==> config.mk <==
export PLATFORM = sky130hd
export DESIGN_NAME = req_sel_queue_mc_flat
export DESIGN_NICKNAME = d
export VERILOG_FILES = /design/src/rtl/req_sel_queue_mc_if.sv /design/src/rtl/req_sel_queue_mc.sv /design/src/flat_wrapper.sv
export SDC_FILE = /design/constraint.sdc
export NUM_CORES = 1
export LEC_CHECK = 0
export CORE_MARGIN = 2
export CORE_UTILIZATION = 27
export CTS_CLUSTER_DIAMETER = 100
export DETAILED_ROUTE_END_ITERATION = 12
export PLACE_DENSITY_LB_ADDON = 0.12
export SLEW_MARGIN = 5
export SYNTH_ARGS = -nofsm -noshare
export SYNTH_HDL_FRONTEND = slang
export SYNTH_SLANG_ARGS = --single-unit
==> constraint.sdc <==
create_clock -name clk -period 7 [get_ports clk]
set_input_delay 1.4 -clock clk [delete_from_list [all_inputs] [get_ports clk]]
set_output_delay 1.4 -clock clk [all_outputs]
set_load 0.005 [all_outputs]
==> src/rtl/req_sel_queue_mc_if.sv <==
// Push / arbitrate / status bundle for the age-ordered per-channel request queue.
// The master modport is the upstream + arbiter side; the slave modport is the queue.
interface req_sel_queue_mc_if #(
    parameter int DEPTH  = 16,
    parameter int NUM_CH = 4,
    parameter int ID_W   = 4
);
    localparam int CH_W  = $clog2(NUM_CH);
    localparam int CNT_W = $clog2(DEPTH + 1);
    localparam int IDX_W = $clog2(DEPTH);

    logic                    p_req_val;
    logic                    p_req_rdy;
    logic [CH_W-1:0]         p_req_ch;
    logic [ID_W-1:0]         p_req_id;
    logic                    p_inj_pe;
    logic                    p_arb_val;
    logic [CH_W-1:0]         p_arb_ch;
    logic [2**ID_W-1:0]      p_req_id_enb;
    logic                    p_sel_val;
    logic [ID_W-1:0]         p_sel_req_id;
    logic [IDX_W-1:0]        p_sel_idx;
    logic [NUM_CH-1:0]       p_lru_ch;
    logic [CNT_W-1:0]        p_cnt;
    logic [NUM_CH*CNT_W-1:0] p_ch_cnt;
    logic                    p_pe;
    logic                    p_pe_sticky;
    logic                    p_pe_clr;

    modport master (
        output p_req_val, p_req_ch, p_req_id, p_inj_pe, p_arb_val, p_arb_ch,
               p_req_id_enb, p_pe_clr,
        input  p_req_rdy, p_sel_val, p_sel_req_id, p_sel_idx, p_lru_ch, p_cnt,
               p_ch_cnt, p_pe, p_pe_sticky
    );

    modport slave (
        input  p_req_val, p_req_ch, p_req_id, p_inj_pe, p_arb_val, p_arb_ch,
               p_req_id_enb, p_pe_clr,
        output p_req_rdy, p_sel_val, p_sel_req_id, p_sel_idx, p_lru_ch, p_cnt,
               p_ch_cnt, p_pe, p_pe_sticky
    );
endinterface

==> src/rtl/req_sel_queue_mc.sv <==
// Age-ordered request queue: entry 0 is oldest, the arbiter pops the oldest enabled
// entry of a named channel, and the queue compacts above the popped slot.
module req_sel_queue_mc #(
    parameter int DEPTH  = 16,
    parameter int NUM_CH = 4,
    parameter int ID_W   = 4
) (
    input logic               clk,
    input logic               rst,
    req_sel_queue_mc_if.slave bus
);
    localparam int CH_W  = $clog2(NUM_CH);
    localparam int CNT_W = $clog2(DEPTH + 1);
    localparam int IDX_W = $clog2(DEPTH);

    typedef struct packed {
        logic            val;
        logic [CH_W-1:0] ch;
        logic [ID_W-1:0] id;
        logic            par;
    } entry_t;

    entry_t           q     [DEPTH];
    entry_t           q_up  [DEPTH];
    entry_t           q_nxt [DEPTH];
    logic [CNT_W-1:0] cnt, cnt_nxt, wr_idx;
    logic [CNT_W-1:0] ch_cnt     [NUM_CH];
    logic [CNT_W-1:0] ch_cnt_nxt [NUM_CH];
    logic [DEPTH-1:0] elig, hit, bad;
    logic             any_hit, pop, push, pe_sticky;
    logic [IDX_W-1:0] sel_idx;
    logic [ID_W-1:0]  sel_id;
    logic [NUM_CH-1:0] lru;
    entry_t           new_ent;

    for (genvar k = 0; k < DEPTH; k++) begin : g_ent
        assign elig[k] = q[k].val & bus.p_req_id_enb[q[k].id];
        assign hit[k]  = elig[k] & (q[k].ch == bus.p_arb_ch);
        // A good entry XORs to 0 over all its fields including val.
        assign bad[k]  = q[k].val & (^q[k]);
        if (k == DEPTH - 1) begin : g_top
            assign q_up[k] = '0;
        end else begin : g_mid
            assign q_up[k] = q[k+1];
        end
    end

    // Lowest-index hit/eligible wins: scan high to low so the last match sticks.
    always_comb begin
        any_hit = 1'b0;
        sel_idx = '0;
        sel_id  = '0;
        lru     = '0;
        for (int k = DEPTH - 1; k >= 0; k--) begin
            if (hit[k]) begin
                any_hit = 1'b1;
                sel_idx = IDX_W'(k);
                sel_id  = q[k].id;
            end
            if (elig[k]) lru = NUM_CH'(1) << q[k].ch;
        end
    end

    assign pop  = bus.p_arb_val & any_hit;
    assign push = bus.p_req_val & bus.p_req_rdy;

    assign new_ent.val = 1'b1;
    assign new_ent.ch  = bus.p_req_ch;
    assign new_ent.id  = bus.p_req_id;
    assign new_ent.par = (^{1'b1, bus.p_req_ch, bus.p_req_id}) ^ bus.p_inj_pe;

    // On a concurrent pop the tail slides down one, so the push lands at cnt-1.
    assign wr_idx = pop ? cnt - CNT_W'(1) : cnt;

    always_comb begin
        for (int k = 0; k < DEPTH; k++) begin
            q_nxt[k] = q[k];
            if (pop && (IDX_W'(k) >= sel_idx)) q_nxt[k] = q_up[k];
            if (push && (CNT_W'(k) == wr_idx)) q_nxt[k] = new_ent;
        end
        cnt_nxt = cnt;
        if (push && !pop) cnt_nxt = cnt + CNT_W'(1);
        else if (pop && !push) cnt_nxt = cnt - CNT_W'(1);
        for (int c = 0; c < NUM_CH; c++) begin
            ch_cnt_nxt[c] = ch_cnt[c];
            if ((push && bus.p_req_ch == CH_W'(c)) && !(pop && bus.p_arb_ch == CH_W'(c)))
                ch_cnt_nxt[c] = ch_cnt[c] + CNT_W'(1);
            else if (!(push && bus.p_req_ch == CH_W'(c)) && (pop && bus.p_arb_ch == CH_W'(c)))
                ch_cnt_nxt[c] = ch_cnt[c] - CNT_W'(1);
        end
    end

    always_ff @(posedge clk) begin
        if (rst) begin
            for (int k = 0; k < DEPTH; k++) q[k] <= '0;
            for (int c = 0; c < NUM_CH; c++) ch_cnt[c] <= '0;
            cnt       <= '0;
            pe_sticky <= 1'b0;
        end else begin
            q      <= q_nxt;
            ch_cnt <= ch_cnt_nxt;
            cnt    <= cnt_nxt;
            // Set wins over clear so an error present this cycle is never lost.
            if (|bad) pe_sticky <= 1'b1;
            else if (bus.p_pe_clr) pe_sticky <= 1'b0;
        end
    end

    for (genvar c = 0; c < NUM_CH; c++) begin : g_cc
        assign bus.p_ch_cnt[c*CNT_W +: CNT_W] = ch_cnt[c];
    end

    assign bus.p_req_rdy    = (cnt < CNT_W'(DEPTH)) | pop;
    assign bus.p_sel_val    = pop;
    assign bus.p_sel_req_id = sel_id;
    assign bus.p_sel_idx    = sel_idx;
    assign bus.p_lru_ch     = lru;
    assign bus.p_cnt        = cnt;
    assign bus.p_pe         = |bad;
    assign bus.p_pe_sticky  = pe_sticky;
endmodule

==> src/flat_wrapper.sv <==
// flat-port wrapper written by rule: the top's interface ports become plain ports
module req_sel_queue_mc_flat 
#(
    parameter int DEPTH  = 16,
    parameter int NUM_CH = 4,
    parameter int ID_W   = 4
)
  (clk, rst, bus_p_req_val, bus_p_req_ch, bus_p_req_id, bus_p_inj_pe, bus_p_arb_val, bus_p_arb_ch, bus_p_req_id_enb, bus_p_pe_clr, bus_p_req_rdy, bus_p_sel_val, bus_p_sel_req_id, bus_p_sel_idx, bus_p_lru_ch, bus_p_cnt, bus_p_ch_cnt, bus_p_pe, bus_p_pe_sticky);
  req_sel_queue_mc_if #(.DEPTH(DEPTH), .NUM_CH(NUM_CH), .ID_W(ID_W)) bus_i ();
  input logic clk;
  input logic rst;
  input wire logic [$bits(bus_i.p_req_val)-1:0] bus_p_req_val;
  input wire logic [$bits(bus_i.p_req_ch)-1:0] bus_p_req_ch;
  input wire logic [$bits(bus_i.p_req_id)-1:0] bus_p_req_id;
  input wire logic [$bits(bus_i.p_inj_pe)-1:0] bus_p_inj_pe;
  input wire logic [$bits(bus_i.p_arb_val)-1:0] bus_p_arb_val;
  input wire logic [$bits(bus_i.p_arb_ch)-1:0] bus_p_arb_ch;
  input wire logic [$bits(bus_i.p_req_id_enb)-1:0] bus_p_req_id_enb;
  input wire logic [$bits(bus_i.p_pe_clr)-1:0] bus_p_pe_clr;
  output wire logic [$bits(bus_i.p_req_rdy)-1:0] bus_p_req_rdy;
  output wire logic [$bits(bus_i.p_sel_val)-1:0] bus_p_sel_val;
  output wire logic [$bits(bus_i.p_sel_req_id)-1:0] bus_p_sel_req_id;
  output wire logic [$bits(bus_i.p_sel_idx)-1:0] bus_p_sel_idx;
  output wire logic [$bits(bus_i.p_lru_ch)-1:0] bus_p_lru_ch;
  output wire logic [$bits(bus_i.p_cnt)-1:0] bus_p_cnt;
  output wire logic [$bits(bus_i.p_ch_cnt)-1:0] bus_p_ch_cnt;
  output wire logic [$bits(bus_i.p_pe)-1:0] bus_p_pe;
  output wire logic [$bits(bus_i.p_pe_sticky)-1:0] bus_p_pe_sticky;
  assign bus_i.p_req_val = bus_p_req_val;
  assign bus_i.p_req_ch = bus_p_req_ch;
  assign bus_i.p_req_id = bus_p_req_id;
  assign bus_i.p_inj_pe = bus_p_inj_pe;
  assign bus_i.p_arb_val = bus_p_arb_val;
  assign bus_i.p_arb_ch = bus_p_arb_ch;
  assign bus_i.p_req_id_enb = bus_p_req_id_enb;
  assign bus_i.p_pe_clr = bus_p_pe_clr;
  assign bus_p_req_rdy = bus_i.p_req_rdy;
  assign bus_p_sel_val = bus_i.p_sel_val;
  assign bus_p_sel_req_id = bus_i.p_sel_req_id;
  assign bus_p_sel_idx = bus_i.p_sel_idx;
  assign bus_p_lru_ch = bus_i.p_lru_ch;
  assign bus_p_cnt = bus_i.p_cnt;
  assign bus_p_ch_cnt = bus_i.p_ch_cnt;
  assign bus_p_pe = bus_i.p_pe;
  assign bus_p_pe_sticky = bus_i.p_pe_sticky;
  req_sel_queue_mc #(.DEPTH(DEPTH), .NUM_CH(NUM_CH), .ID_W(ID_W)) u_core (.clk(clk), .rst(rst), .bus(bus_i));
endmodule
==> results.sh <==
export IMPL_start_util=0.273
export IMPL_coreArea_um2=52700
export IMPL_globalplace_congestion=0.960
export IMPL_pwr_share_seq=0.297
export IMPL_clock_fmax_ghz=0.146
export IMPL_syn_to_final_growth_pct=16.3
export IMPL_num_vias=14300
export IMPL_yosysSeqAreaShare=0.214
export IMPL_first_iter_violations=1449
export IMPL_synth_seq_cells=154
export IMPL_wl_per_cell_um=27.0
export IMPL_cap_violations=0
export IMPL_synth_area_um2=14400
export IMPL_route_detailed_drc=0
export IMPL_maxSlewViolCount=0
export IMPL_endpoint_kind="output pin"
export IMPL_tritoncts="built"
export IMPL_dpl_hpwl_um=50000
export IMPL_worst_ep_arrival_time_ns=5.45
export IMPL_drt_first_pass_iters=9
export IMPL_fin_worst_skew_ns=0.0139
export IMPL_antenna_cells=0
export IMPL_grt_ovfl_total=0
export IMPL_final_setup_viol_count=0
export IMPL_yosys_area_top_type="dfxtp_1"
export IMPL_synth_edf_count=0
export IMPL_hold_viol=0
export IMPL_timing_hold_ws_ns=0.486
export IMPL_ir_worst_vdd_uv=190
export IMPL_synth_fp_nets=1799
export IMPL_die_h_um=235
export IMPL_wirelength_um=66400
export IMPL_cts_made_buffers=17
export IMPL_async_flop_share=0
export IMPL_die_x_um=235
export IMPL_startpoint_type="primary input"
export IMPL_final_layout_size_suffix_gt1_frac=0.151
export IMPL_yosys_warnings=0
export IMPL_pre_cts_ws_ns=0.127
export IMPL_ys_top_cells_by_area="dfxtp_1 (21%), mux4_2 (10%), mux2i_1 (9.0%), xnor2_1 (7.7%), clkbuf_1 (3.9%)"
export IMPL_die_area_um2=55100
export IMPL_grt_usage=0.237
export IMPL_fin_tns_setup_ns=0
export IMPL_status="complete, no violations"
export IMPL_row_count=84
export IMPL_totalPowerFinal_mw=4.14
export IMPL_grt_max_degree=79
export IMPL_clock_insertion_delay_worst_skew_ns=0.49
export IMPL_setup_ws_ns=0.147
export IMPL_tightest_slew_ns=1.23
export IMPL_clockBufferDepth=2
export IMPL_vias_per_cell=5.82
export IMPL_avgSynthCellArea_um2=8.26
export IMPL_leakage_nw=5.83
export IMPL_pwr_share_clk=0.232
export IMPL_synthCells=1741
export IMPL_htreeDepth=4
export IMPL_grt_pass1_wl_um=97300
export IMPL_yosysUniqueCellTypes=88
export IMPL_register_area_um2=3080
export IMPL_io_buffers=70
export IMPL_post_cts_buffers=0
export IMPL_grt_pass1_vias=13700
export IMPL_pwr_share_comb=0.471
export IMPL_ant_nets=0
export IMPL_io_pins=71
export IMPL_cp_required_ns=5.60
export IMPL_p_per_area_nw_per_um2=247
export IMPL_final_fill_count=5501
export IMPL_netSwitchingPower_mw=1.81
export IMPL_post_synth_top_area_fraction=0.214
export IMPL_rsz0062_at_grt="no"
export IMPL_cts_sinks=154
export IMPL_place_area_um2=16100
export IMPL_worstHoldPathType="flop to flop"
export IMPL_grt_antenna_before_repair=1
export IMPL_p_sw_frac=0.437
export IMPL_fin_crit_sh=0.979
export IMPL_clk_pin_slew_worst_paths_ns=0.06
export IMPL_critPathKind="primary input to output pin"
export IMPL_p_int_mw=2.33
export IMPL_finalCriticalPeriod_ns=6.85
export IMPL_slew_headroom=0.180
export IMPL_multi_input_area_um2=10400
export IMPL_root_buffer="clkbuf_16"
export IMPL_ys_flop_type="dfxtp_1"
export IMPL_nets=1819
export IMPL_final_area_um2=16700
export IMPL_path_max_fanout=13
==> kinds of logic after synthesis <==
family,share of synthesized area
and+or+nand+nor,0.184
AOI/OAI and AO/OA,0.212
buffers and inverters,0.0648
muxes,0.204
xor gates and xnor gates,0.0944
DFF,0.214
adders and majority gates,0.0265
==> through the flow <==
step	util	instances
final	0.318	2461
after global routing	0.318	2461
after CTS	0.317	2461
after detailed placement	0.307	2430
after global placement	0.307	2430
after floorplan	-	1741
==> metal layers <==
| metal | up-vias | global-route usage | part of all wire |
|---|---|---|---|
| met2 | 528 | 0.373 | 0.46 |
| met1 | 7205 | 0.329 | 0.46 |
| li1 | 6509 | - | - |
| met3 | 80 | 0.0439 | 0.061 |
| met4 | 0 | 0.0704 | 0.023 |
| met5 | - | 0 | 0 |
==> cell usage after synthesis (14+ instances only) <==
cell / n
a211o_1: 21
a211oi_1: 45
a21o_1: 19
a21oi_1: 85
a221oi_1: 17
a311oi_1: 36
a31oi_1: 23
and3_1: 21
buf_1: 14
buf_2: 19
clkbuf_1: 148
dfxtp_1: 154
ha_1: 24
inv_1: 42
mux2_2: 15
mux2i_1: 130
mux4_2: 65
nand2_1: 125
nand2b_1: 21
nand3_1: 76
nand4_1: 17
nor2_1: 98
nor2b_1: 21
nor3_1: 75
o211ai_1: 15
o21ai_0: 67
or2_2: 14
xnor2_1: 127
xor2_1: 28
==> power by group through the flow <==
stage | sequential [mW] | clock (mW) | combinational, mW
6_report | 1.23 | 0.961 | 1.95
3_3_place_gp | 1.25 | 0 | 1.94
4_1_cts | 1.22 | 0.993 | 1.94
2_1_floorplan | 1.06 | 0 | 1.31
5_1_grt | 1.25 | 1.02 | 2.08
3_5_place_dp | 1.24 | 0 | 1.93
==> worst max-delay path, stage by stage <==
cell,delay [ns]
clkdlybuf4s50_1,0.48
buf_12,0.19
mux4_2,0.50
mux4_2,0.57
nand2_1,0.12
inv_1,0.06
or2_2,0.33
or4b_2,0.63
o311ai_0,0.15
buf_4,0.24
a221oi_1,0.09
o21ai_0,0.17
clkdlybuf4s50_1,0.52
==> cell type report <==
type                            count  area share
Multi-Input combinational cell   1355       0.622
Sequential cell                   154       0.184
Clock inverter                     10     0.00711
Clock buffer                       21      0.0269
Tap cell                          688      0.0515
Inverter                           44     0.00988
Timing Repair Buffer              189      0.0983
==> cell usage in the layout, fill, tap and decap left out, types with 19 or more instances in the layout <==
cell type        instances
o21ai_0                 65
xor2_1                  28
nor2_1                  98
mux4_2                  65
a21o_1                  19
inv_1                   42
and3_1                  21
dfxtp_1                154
a21oi_1                 85
nor2b_1                 21
a31oi_1                 22
a311oi_1                36
ha_1                    24
a211oi_1                44
nand2_1                125
clkdlybuf4s50_1         68
nor3_1                  75
a211o_1                 21
buf_4                  116
nand3_1                 76
nand2b_1                21
xnor2_1                126
mux2i_1                127
==> worst paths after layout <==
path	start	endpoint	slack, ns	cells after the start
max	bus_p_req_id_enb[13]	bus_p_lru_ch[2]	0.15	13
min	u_core.bus.p_pe_sticky$_SDFFE_PP0P_	u_core.bus.p_pe_sticky$_SDFFE_PP0P_	0.49	2
max reg2reg	u_core.q[91]$_SDFFE_PP0P_	u_core.bus.p_ch_cnt[9]$_SDFFE_PP0P_	1.61	16
min reg2reg	u_core.bus.p_pe_sticky$_SDFFE_PP0P_	u_core.bus.p_pe_sticky$_SDFFE_PP0P_	0.49	2
==> registers in the layout, summed over array words and instances, names as in the netlist <==
register,cells
u_core.bus.p_pe_sticky,1
u_core.bus.p_ch_cnt,20
u_core.bus.p_cnt,5
u_core.q,128
==> timing repair <==
| action | CTS | global route |
|---|---|---|
| hold endpoints to repair | 0 | 0 |
| gates resized for setup | 0 | 5 |
| endpoints found under the setup margin | 0 | 3 |
| hold buffers | 0 | 0 |
Note: power is estimated with default switching activity, not from simulation.
==> edit 1 (config.mk and constraints unchanged) <==
`ID_W` is set to 4 in 3 places; all go to 3.
--- a/src/rtl/req_sel_queue_mc_if.sv
+++ b/src/rtl/req_sel_queue_mc_if.sv
@@ -3,7 +3,7 @@
 interface req_sel_queue_mc_if #(
     parameter int DEPTH  = 16,
     parameter int NUM_CH = 4,
-    parameter int ID_W   = 4
+    parameter int ID_W   = 3
 );
     localparam int CH_W  = $clog2(NUM_CH);
     localparam int CNT_W = $clog2(DEPTH + 1);
--- a/src/rtl/req_sel_queue_mc.sv
+++ b/src/rtl/req_sel_queue_mc.sv
@@ -3,7 +3,7 @@
 module req_sel_queue_mc #(
     parameter int DEPTH  = 16,
     parameter int NUM_CH = 4,
-    parameter int ID_W   = 4
+    parameter int ID_W   = 3
 ) (
     input logic               clk,
     input logic               rst,
--- a/src/flat_wrapper.sv
+++ b/src/flat_wrapper.sv
@@ -3,7 +3,7 @@
 #(
     parameter int DEPTH  = 16,
     parameter int NUM_CH = 4,
-    parameter int ID_W   = 4
+    parameter int ID_W   = 3
 )
   (clk, rst, bus_p_req_val, bus_p_req_ch, bus_p_req_id, bus_p_inj_pe, bus_p_arb_val, bus_p_arb_ch, bus_p_req_id_enb, bus_p_pe_clr, bus_p_req_rdy, bus_p_sel_val, bus_p_sel_req_id, bus_p_sel_idx, bus_p_lru_ch, bus_p_cnt, bus_p_ch_cnt, bus_p_pe, bus_p_pe_sticky);
   req_sel_queue_mc_if #(.DEPTH(DEPTH), .NUM_CH(NUM_CH), .ID_W(ID_W)) bus_i ();
Ports: changed (resized bus_p_req_id, bus_p_req_id_enb and bus_p_sel_req_id); port bits go from 71 to 61. The function was not compared with the original's and may differ.
==> edit 1 against the unedited design <==
  * Area after synthesis is 18% lower
  * Design area fell by 19%
  * Routed wire length shrank 26%
  * Worst setup slack gained 0.12 ns
  * Total power fell by 4.0%
  * Sequential cell count decreased by 16
  * Sequential share of layout area up 1.8 points
  * Utilization is 0.13 points lower
  * Critical path type unchanged
  * Largest cell class unchanged
==> edit 1: results (changes against the unedited design) <==
Worst VDD drop = 167 uV (was 190 uV)
CP startpoint = bus_p_req_id_enb[3] (was bus_p_req_id_enb[13])
Post-synth top cells = nor2_1 (168), dfxtp_1 (138), a21oi_1 (95), nand2_1 (95) (was dfxtp_1 (154), clkbuf_1 (148), mux2i_1 (130), xnor2_1 (127), nand2_1 (125))
Fin crit share = 96.2% (was 97.9%)
Util after Layout = 31.6% (was 31.8%)
All-Layer GR Usage = 22.3% (was 23.7%)
Reg2Reg Setup Slack = 2.16 ns (was 1.61 ns)
Clk sink count = 138 (was 154)
Vias in the first global route = 11.0k (was 13.7k)
IO buf count = 60 (was 70)
Leakage = 5.00 nW (was 5.83 nW)
Run status = complete, no violations (unchanged)
Netlist cell types = 71 (was 88)
Inverter count = 73 (was 44)
Min Hold Slack = 0.491 ns (was 0.486 ns)
Drt first pass iters = 5 (was 9)
Seq/Total Area, Yosys = 23.5% (was 21.4%)
Non-clk bufs = 107 (was 189)
Setup WS pre-CTS = 0.300 ns (was 0.127 ns)
Core ar. = 43100 sq um (was 52700 sq um)
Dpl hpwl = 36.9 mm (was 50.0 mm)
Largest net degree at the start of global routing = 76 (was 79)
Seq area share = 20.3% (was 18.4%)
Global placement routability congestion = 0.996 (was 0.960)
Cell Area, Placed = 13000 sq um (was 16100 sq um)
Synth area leaders = dfxtp_1 (23%), ha_1 (8.9%), xnor2_1 (6.3%), mux2i_1 (5.8%), nor2_1 (5.4%) (was dfxtp_1 (21%), mux4_2 (10%), mux2i_1 (9.0%), xnor2_1 (7.7%), clkbuf_1 (3.9%))
Multi-Input Combinational = 1125 (was 1355)
Worst Path Max Fanout = 11 (was 13)
Fraction of layout cells with a size suffix above 1 = 10.2% (was 15.1%)
ClkCell Share = 4.37% (was 3.41%)
Net Sw Frac = 42.3% (was 43.7%)
Reg2reg path depth = 17 (was 16)
Fin Clk Skew = 0.0135 ns (was 0.0139 ns)
Initial antenna violation count = 0 (was 1)
Adder-cell area share of the yosys netlist = 9.61% (was 2.65%)
Routed WL = 49.1 mm (was 66.4 mm)
Max reg flops = 112 (was 128)
Avg Inst Size Synth = 8.15 sq um (was 8.26 sq um)
Arrival time worst endpoint = 5.34 ns (was 5.45 ns)
XOR/XNOR share of the synthesized area = 9.16% (was 9.44%)
Number of vias per cell = 5.35 (was 5.82)
RR Startpoint = u_core.q[51] (was u_core.q[91])
Multi-input combinational area share = 60.9% (was 62.2%)
Mux contribution to synthesized area = 10.9% (was 20.4%)
## edit 1: cell count changes in the layout (fill, tap and decap cells not counted), moves of 27 or more
| cell | delta |
|---|---|
| nor2_1 | +70 |
| buf_4 | -69 |
| ha_1 | +60 |
| nor3_1 | -60 |
| mux2i_1 | -59 |
| mux4_2 | -53 |
| nand3_1 | -47 |
| xnor2_1 | -42 |
| o21ai_0 | -40 |
| inv_1 | +30 |
| nand2_1 | -30 |
| a211oi_1 | +27 |
## edit 1: worst max-delay path: stages
cell and delay, ns:
clkdlybuf4s50_1 0.76, buf_4 0.34, mux4_2 0.45, a2bb2oi_1 0.17
o211ai_1 0.36, nand2_1 0.13, or3_1 0.44, a221oi_1 0.29
o211ai_1 0.19, o2111ai_1 0.20, a21oi_1 0.12, clkdlybuf4s50_1 0.47
## edit 1: per-layer routing
metal	global-route usage [%]	vias to the layer above	routed length, um
li1	-	5301	-
met1	28.2	5376	22100
met2	35.0	253	22100
met3	6.10	78	2870
met4	10.6	0	2050
met5	0	-	0
==> edit 2 (config.mk and constraints unchanged) <==
Made on the original files. Reset style: asynchronous (`rst`), changed in one clocked block.
--- a/src/rtl/req_sel_queue_mc.sv
+++ b/src/rtl/req_sel_queue_mc.sv
@@ -90,7 +90,7 @@
         end
     end
 
-    always_ff @(posedge clk) begin
+    always_ff @(posedge clk or posedge rst) begin
         if (rst) begin
             for (int k = 0; k < DEPTH; k++) q[k] <= '0;
             for (int c = 0; c < NUM_CH; c++) ch_cnt[c] <= '0;
Behaviour: differs if rst is asserted again (counterexample within 4 cycles, from zero or initial values and one cycle with rst high); with rst held inactive, the same outputs for 4 cycles.
==> edit 2 against the unedited design <==
  * Worst hold slack worse by 0.016 ns
  * Sequential cell count unchanged
  * Synthesized cell count down 12%
  * Non-clock buffer count down 46
  * Clock skew up 0.011 ns
  * Worst setup slack better by 0.012 ns
  * Design area down 0.82%
  * Routed wire length down 13%
  * Critical path depth down 2
  * Area after synthesis up 0.70%
  * Largest cell class unchanged
Power is not compared: it rests on default switching activity, and its combinational part moved more than twofold at a synthesized area within 25%.
==> edit 2: results (changes against the unedited design) <==
Synth area leaders = dfrtp_1 (27%), mux2i_1 (16%), mux4_2 (11%), xnor2_1 (7.6%), clkbuf_1 (2.9%) (was dfxtp_1 (21%), mux4_2 (10%), mux2i_1 (9.0%), xnor2_1 (7.7%), clkbuf_1 (3.9%))
Clk sink count = 154 (unchanged)
Initial DRC count = 905 (was 1449)
Run status = complete, no violations (unchanged)
ClkCell Share = 3.75% (was 3.41%)
Inverter count = 51 (was 44)
Worst VDD drop = 218 uV
Reg2reg path depth = 12 (was 16)
Count of flip-flops with a built-in enable after synthesis = 0 (unchanged)
Vias in the first global route = 12.3k (was 13.7k)
Global-route wire length before repair = 86.3 mm (was 97.3 mm)
Fin Clk Skew = 0.0245 ns (was 0.0139 ns)
Synthesis Warnings = 0 (unchanged)
Avg Inst Size Synth = 9.49 sq um (was 8.26 sq um)
Fin cells = 2236 (was 2461)
Arrival time worst endpoint = 5.44 ns (was 5.45 ns)
Int Power = 4.27 mW
Clock Path Buffers = 2 (unchanged)
Fraction of layout cells with a size suffix above 1 = 14.4% (was 15.1%)
Slew headroom = 17.7% (was 18.0%)
Seq/Total Area, Yosys = 26.6% (was 21.4%)
Clock edge transition at the registers on the reported setup and hold paths = 0.09 ns (was 0.06 ns)
Multi-Input Combinational = 1168 (was 1355)
Leakage = 6.85 nW
Clk root buf = clkbuf_16 (unchanged)
Clock buffers = 18 (was 21)
Clk_lat worst skew = 0.48 ns
Multi-input gate area = 9800 sq um (was 10400 sq um)
CTS buffer count = 17 (unchanged)
Drt first pass iters = 5 (was 9)
H-tree level count = 4 (unchanged)
Largest net degree at the start of global routing = 64 (was 79)
Post-CTS sizing = 0 (unchanged)
Worst Path Max Fanout = 15 (was 13)
N_diodes = 0 (unchanged)
Global placement routability congestion = 0.908 (was 0.960)
Worst hold stages = 1 (was 2)
Dpl hpwl = 44.8 mm (was 50.0 mm)
Initial antenna violation count = 1 (unchanged)
Non-clock buffer share of cell area = 7.53% (was 9.83%)
Area growth from synthesis to layout = 14.5% (was 16.3%)
Post-synth top cells = mux2i_1 (233), dfrtp_1 (154), xnor2_1 (125), clkbuf_1 (111), nand2_1 (100) (was dfxtp_1 (154), clkbuf_1 (148), mux2i_1 (130), xnor2_1 (127), nand2_1 (125))
All-Layer GR Usage = 20.9% (was 23.7%)
CP max stage delay = 0.68 ns (was 0.63 ns)
Post-CTS setup buffer count = 0 (unchanged)
Number of vias per cell = 5.51 (was 5.82)
Cell at the slowest stage of the critical path = o311ai_0 (was or4b_2)
Max reg flops = 128 (unchanged)
Non-clk bufs = 143 (was 189)
Setup WS pre-CTS = 0.0924 ns (was 0.127 ns)
Reg area = 3850 sq um (was 3080 sq um)
Nets = 1593 (was 1819)
# fillers = 5475 (was 5501)
DR WL/cell = 25.9 um (was 27.0 um)
Synth async-reset ratio = 100% (was 0%)
Cell Area, Placed = 15900 sq um (was 16100 sq um)
## edit 2: cell count changes after synthesis, sizes merged, moves of 34 or more
cell    change
a211oi     -38
clkbuf     -35
dfrtp     +154
dfxtp     -154
mux2i     +104
nand3      -34
nor3       -40
## edit 2: per-layer routing
layer,wire length [um],vias to the layer above,track usage (%),share of wire (%)
met1,26300,6366,27.9,45
met5,9,-,0,0.016
li1,-,5576,-,-
met3,2080,57,2.56,3.6
met4,1400,2,6.29,2.4
met2,28200,323,35.3,49
## edit 2: power by group through the flow
| stage | combinational [mW] | sequential (mW) | clock, mW |
|---|---|---|---|
| floorplan | 3.96 | 1.44 | 0 |
| global placement | 5.29 | 2.11 | 0 |
| detailed placement | 5.29 | 2.11 | 0 |
| CTS | 5.32 | 2.09 | 1.04 |
| global route | 5.76 | 2.15 | 1.08 |
| finish | 5.34 | 2.10 | 1.02 |
## edit 2: final timing paths
check	startpoint	end	slack, ns
min in group asynchronous	rst	u_core.bus.p_pe_sticky	1.41
max in group asynchronous	rst	u_core.q[108]	4.44
min reg2reg	u_core.bus.p_ch_cnt[14]	u_core.bus.p_ch_cnt[14]	0.47
max	bus_p_req_id_enb[5]	bus_p_lru_ch[0]	0.16
min	u_core.bus.p_ch_cnt[14]	u_core.bus.p_ch_cnt[14]	0.47
max reg2reg	u_core.q[42]	u_core.q[29]	1.89
## edit 2: kinds of logic after synthesis
logic type,count (synthesis),synth area share (%)
adders and majority gates,28,2.63
AOI/OAI and AO/OA,263,12.6
buffers and inverters,204,5.92
xor gates and xnor gates,158,9.56
muxes,318,28.4
DFF,154,26.6
and+or+nand+nor,401,14.3
